File: src/rtl/div_seq.sv
// div_seq: multi-cycle sequencer for the execute-stage DIV/DIVU path.
// Latches a divide request, runs a WIDTH-iteration restoring division and
// holds F/D/E through stall_div; delivers {remainder, quotient} for HI/LO.
//
// Ports:
//   clk        in   rising-edge clock
//   rst        in   synchronous, active-low reset
//   start      in   E-stage instruction is DIV/DIVU
//   signed_div in   1 = DIV (signed), 0 = DIVU; sampled with start
//   annul      in   flush of the E-stage instruction (highest priority)
//   dividend   in   rs value, sampled with start
//   divisor    in   rt value, sampled with start
//   stall_div  out  holds F/D/E (combinational from start in IDLE)
//   busy       out  state is not IDLE
//   done       out  one-cycle pulse, result valid
//   result     out  {remainder, quotient}; upper half -> HI, lower half -> LO
module div_seq #(
  parameter int WIDTH = 32
) (
  input  logic               clk,
  input  logic               rst,
  input  logic               start,
  input  logic               signed_div,
  input  logic               annul,
  input  logic [WIDTH-1:0]   dividend,
  input  logic [WIDTH-1:0]   divisor,
  output logic               stall_div,
  output logic               busy,
  output logic               done,
  output logic [2*WIDTH-1:0] result
);

  localparam int CNT_W = $clog2(WIDTH) + 1;
  localparam logic [CNT_W-1:0] LAST = CNT_W'(WIDTH - 1);

  typedef enum logic [2:0] {IDLE, PREP, CALC, FIXUP, DONE} state_t;

  state_t             state, nxt;
  logic [CNT_W-1:0]   cnt;
  logic               accept;
  logic               sgn, neg_q, neg_r;
  logic [WIDTH-1:0]   dvd_raw, dvs_raw, dvs_abs;
  logic [WIDTH-1:0]   rem, quo;
  logic [WIDTH:0]     rem_sh, diff;
  logic               ge;

  function automatic logic [WIDTH-1:0] neg2c(input logic [WIDTH-1:0] v);
    return ~v + {{(WIDTH-1){1'b0}}, 1'b1};
  endfunction

  function automatic logic [WIDTH-1:0] abs_val(input logic signed [WIDTH-1:0] v);
    return v[WIDTH-1] ? neg2c(v) : v;
  endfunction

  // Shift {rem, quo} left by one; the extra bit keeps the compare exact.
  // rem < |divisor| before the shift, so when rem_sh >= |divisor| the
  // difference fits in WIDTH bits and the borrow bit is clear.
  assign rem_sh = {rem, quo[WIDTH-1]};
  assign diff   = rem_sh - {1'b0, dvs_abs};
  assign ge     = ~diff[WIDTH];

  always_comb begin
    nxt       = state;
    accept    = (state == IDLE) && start && !annul;
    stall_div = 1'b0;
    busy      = (state != IDLE);
    done      = 1'b0;
    case (state)
      IDLE:  begin
        stall_div = accept;
        if (accept) nxt = PREP;
      end
      PREP:  begin
        stall_div = 1'b1;
        nxt       = (dvs_raw == '0) ? DONE : CALC;
      end
      CALC:  begin
        stall_div = 1'b1;
        if (cnt == LAST) nxt = FIXUP;
      end
      FIXUP: begin
        stall_div = 1'b1;
        nxt       = DONE;
      end
      DONE:  begin
        done = !annul;
        nxt  = IDLE;
      end
      default: nxt = IDLE;
    endcase
    if (annul) nxt = IDLE;
  end

  // Control: state, iteration counter and the architecturally visible result.
  always_ff @(posedge clk) begin
    if (!rst) begin
      state  <= IDLE;
      cnt    <= '0;
      result <= '0;
    end else begin
      state <= nxt;
      case (state)
        PREP: begin
          cnt <= '0;
          if (!annul && dvs_raw == '0)
            result <= {dvd_raw, {WIDTH{1'b1}}};
        end
        CALC: cnt <= cnt + CNT_W'(1);
        FIXUP: begin
          if (!annul)
            result <= {neg_r ? neg2c(rem) : rem, neg_q ? neg2c(quo) : quo};
        end
        default: ;
      endcase
    end
  end

  // Datapath: operand capture, sign strip and one quotient bit per cycle.
  always_ff @(posedge clk) begin
    if (accept) begin
      dvd_raw <= dividend;
      dvs_raw <= divisor;
      sgn     <= signed_div;
    end
    case (state)
      PREP: begin
        rem     <= '0;
        quo     <= sgn ? abs_val(dvd_raw) : dvd_raw;
        dvs_abs <= sgn ? abs_val(dvs_raw) : dvs_raw;
        neg_q   <= sgn & (dvd_raw[WIDTH-1] ^ dvs_raw[WIDTH-1]);
        neg_r   <= sgn & dvd_raw[WIDTH-1];
      end
      CALC: begin
        rem <= ge ? diff[WIDTH-1:0] : rem_sh[WIDTH-1:0];
        quo <= {quo[WIDTH-2:0], ge};
      end
      default: ;
    endcase
  end

endmodule
File: config.mk
export PLATFORM = sky130hd
export DESIGN_NAME = div_seq
export DESIGN_NICKNAME = d
export VERILOG_FILES = /design/src/rtl/div_seq.sv
export SDC_FILE = /design/constraint.sdc
export NUM_CORES = 1
export LEC_CHECK = 0
export BUFFER_PORTS_ARGS = -buffer_cell sky130_fd_sc_hd__buf_4
export CORE_UTILIZATION = 35
export CTS_BUF_LIST = sky130_fd_sc_hd__clkbuf_4 sky130_fd_sc_hd__clkbuf_8
export DETAILED_ROUTE_END_ITERATION = 7
export GPL_TIMING_DRIVEN = 1
export PLACE_DENSITY = 0.63
export REMOVE_ABC_BUFFERS = 1
export SLEW_MARGIN = 20
export SYNTH_ARGS = -nofsm -noshare
export SYNTH_HDL_FRONTEND = slang
export SYNTH_SLANG_ARGS = --single-unit
File: constraint.sdc
create_clock -name clk -period 10.7 [get_ports clk]
set_input_delay 2.675 -clock clk [delete_from_list [all_inputs] [get_ports clk]]
set_output_delay 2.675 -clock clk [all_outputs]
set_load 0.05 [all_outputs]
==> key figures <==
Timing
  • Tcrit/Tclk final: 0.566
  • Worst relative slew slack: 0.334
  • Clock period minus final worst setup slack: around 6100 ps
  • Final Skew: ~35 ps
  • Worst slew pin tran: approximately 1000 ps
  • Setup violations, final: 0
  • Final Hold Viols: 0
  • Max Fclk: 165 MHz
  • Slew Limit Fails: 0
  • RSZ-0062 raised after global routing: false
  • Setup TNS: 0 ps
  • Fin Hold WS: between 400 and 500 ps

Clock network
  • Cells resized by post-CTS repair: 0
  • # hold bufs at CTS: 0
  • CTS tree: yes
  • H-Tree Depth: 2
  • Post-CTS Setup Repair Bufs: 0
  • Skew-Pair Late Insertion Delay: ~570 ps
  • Clock slew at reported path FFs: approximately 50 ps
  • Clk Tree Root Cell: clkbuf_8
  • CTS Buf Count: 43
  • Maximum clock insertion buffer count: 3
  • CTS Sinks: ~240

Logic synthesis
  • Area of the mapped netlist: roughly 13,000 um2
  • FF+latch count, synth: around 240
  • Number of flops mapped to enable cells by yosys: 163
  • Async set-reset flop share out of synthesis: 0
  • Syn Area/Cell: 9.95 um2
  • Yosys cell types: 66
  • Post-synth top flop: edfxtp_1
  • Seq/Total Area, Yosys: 0.487
  • Ys Warns: 0
  • Synth Instances: around 1,300

Detailed routing
  • Vias per std cell: around 5.1
  • Routed Antenna Nets: 0
  • Initial drt markers: just under 500
  • Pre-antenna DRT Iters: 6
  • Via Count: 9,929
  • WL per Instance: 16.2 um
  • Post-Route WL: 31,300 um
  • # DRC: 0

Worst setup path
  • Crit path DAT: 3380 ps
  • Critical Path RT: 8030 ps
  • Worst Path Class, Setup: in -> out
  • Worst Path Max Fanout: 7
  • Crit path launch type: input port
  • Endpoint class of the critical path: primary output

Floorplan
  • Io pins: between 100 and 150
  • Initial core utilization: 0.356
  • Die extent in x: just under 200 um
  • FP Rows: 70
  • Core ar.: 36,600 um2
  • Die Area: 38,000 um2
  • Die height: 195 um

Final layout
  • Most frequent cells in the layout: edfxtp_1 (163), nand2_1 (145), buf_4 (144)
  • Final #Nets: around 1,500
  • P&R area growth vs syn: 17.7%
  • Most common cell after layout, fill and taps aside: edfxtp_1
  • Post-route cell area: around 15,000 um2
  • Fin util: 0.419
  • Antenna Cells: 0
  • Filler cell count: between 3,000 and 4,000
  • Share of layout cells above drive strength 1: 0.174

Global route
  • GRT Residual Overflow: 0
  • Tot GR Track Use: 0.164
  • Vias in the first global route: 9,781
  • Largest net degree at the start of global routing: slightly below 80
  • Initial antenna violation count: 0
  • First-pass GRT wire length: 50,700 um

Power
  • Leak: ~5.7 nW
  • Worst-case vdd ir drop: between 0.06 and 0.07 mV
  • Power Total: between 2 and 2.5 mW
  • Pwr Density: about 140 nW/um2

Run status
  • Status: complete, no violations

Placement
  • Dpl cell area: roughly 14,000 um2
  • Final Wtd Congestion: between 0.8 and 0.9
  • # port buffers: approximately 140
  • Final HPWL DP: around 23,000 um

Min path
  • Hold Path Class: reg -> reg

Flow run
  • Max-cap violations: 0
[where the power goes]
group	switching, mW	internal (mW)	total, mW	leakage [nW]
logic	0.113	0.0893	0.202	3.17
registers	0.0301	1.01	1.04	2.10
clock network	0.377	0.467	0.844	0.454
[flip-flops by register name (all words and copies together) (netlist names)]
signal,count
cnt,6
dvd_raw,32
dvs_abs,32
dvs_raw,32
neg_q,1
neg_r,1
quo,32
rem,32
result,64
sgn,1
state,3
[worst paths after layout]
kind / to / startpoint / cells past startpoint / slack, ps
setup / recovery: stall_div / annul / 5 / 4650
hold / removal: result[36] / result[36] / 2 / 470
setup reg to reg: result[62] / dvs_raw[0] / 12 / 6790
hold reg to reg: result[36] / result[36] / 2 / 470
[worst max-delay path, stage by stage]
cell and delay [ps]:
buf_4 140, nor3_2 200, nor3_1 60, nor2_1 100, buf_4 200
[cell usage after synthesis (5+ instances only)]
master | number | area [um2]
a211oi_1 | 10 | 75.1
a21boi_0 | 22 | 165
a21o_1 | 17 | 128
a21oi_1 | 79 | 395
a31oi_1 | 8 | 50.1
and2_1 | 10 | 62.6
and3_1 | 5 | 31.3
buf_2 | 5 | 25.0
clkbuf_1 | 56 | 210
dfxtp_1 | 73 | 1460
edfxtp_1 | 163 | 4890
ha_1 | 37 | 463
inv_1 | 56 | 210
mux2i_1 | 26 | 260
nand2_1 | 145 | 544
nand2b_1 | 14 | 87.6
nand3_1 | 23 | 115
nand4_1 | 8 | 50.1
nor2_1 | 88 | 330
nor2b_1 | 9 | 56.3
nor3_1 | 23 | 115
nor4_1 | 7 | 43.8
o211ai_1 | 32 | 240
o21a_1 | 9 | 67.6
o21ai_0 | 96 | 480
o21ai_1 | 6 | 30.0
o221a_2 | 18 | 203
o31ai_1 | 26 | 195
o41ai_1 | 13 | 114
or2_2 | 6 | 37.5
or3_1 | 15 | 93.8
or4_1 | 9 | 67.6
xnor2_1 | 79 | 692
xor2_1 | 65 | 569
[cell families (layout without fill, tap and decap cells)]
logic type                 Yosys count  in the layout  share of synthesized area
AOI/OAI and AO/OA                  363            363                      0.184
xor gates and xnor gates           144            144                     0.0967
adders and majority gates           38             38                     0.0370
buffers and inverters              122            278                     0.0356
DFF                                236            236                      0.487
muxes                               27             27                     0.0208
and+or+nand+nor                    381            381                      0.138
[per-stage QoR]
stage / setup WS, ps / instances
CTS: 4640 / 1934
finish: 4650 / 1935
global route: 4600 / 1935
detailed placement: 4640 / 1858
floorplan: -108 / 1246
global placement: 4650 / 1858
[layer usage]
metal  share of wire  vias to the layer above  global-route usage
li1                -                     5045                   -
met1            0.47                     4619               0.216
met2            0.45                      213               0.267
met3           0.050                       52              0.0306
met4           0.027                        0              0.0621
met5               0                        -                   0
[cell type report]
class | count | area, um2 | area share
Multi-Input combinational cell | 953 | 6250 | 0.407
Clock inverter | 18 | 114 | 0.00742
Sequential cell | 236 | 6360 | 0.414
Tap cell | 468 | 586 | 0.0382
Clock buffer | 58 | 729 | 0.0475
Inverter | 57 | 214 | 0.0139
Timing Repair Buffer | 145 | 1100 | 0.0717
(Power assumes the default switching activity.)
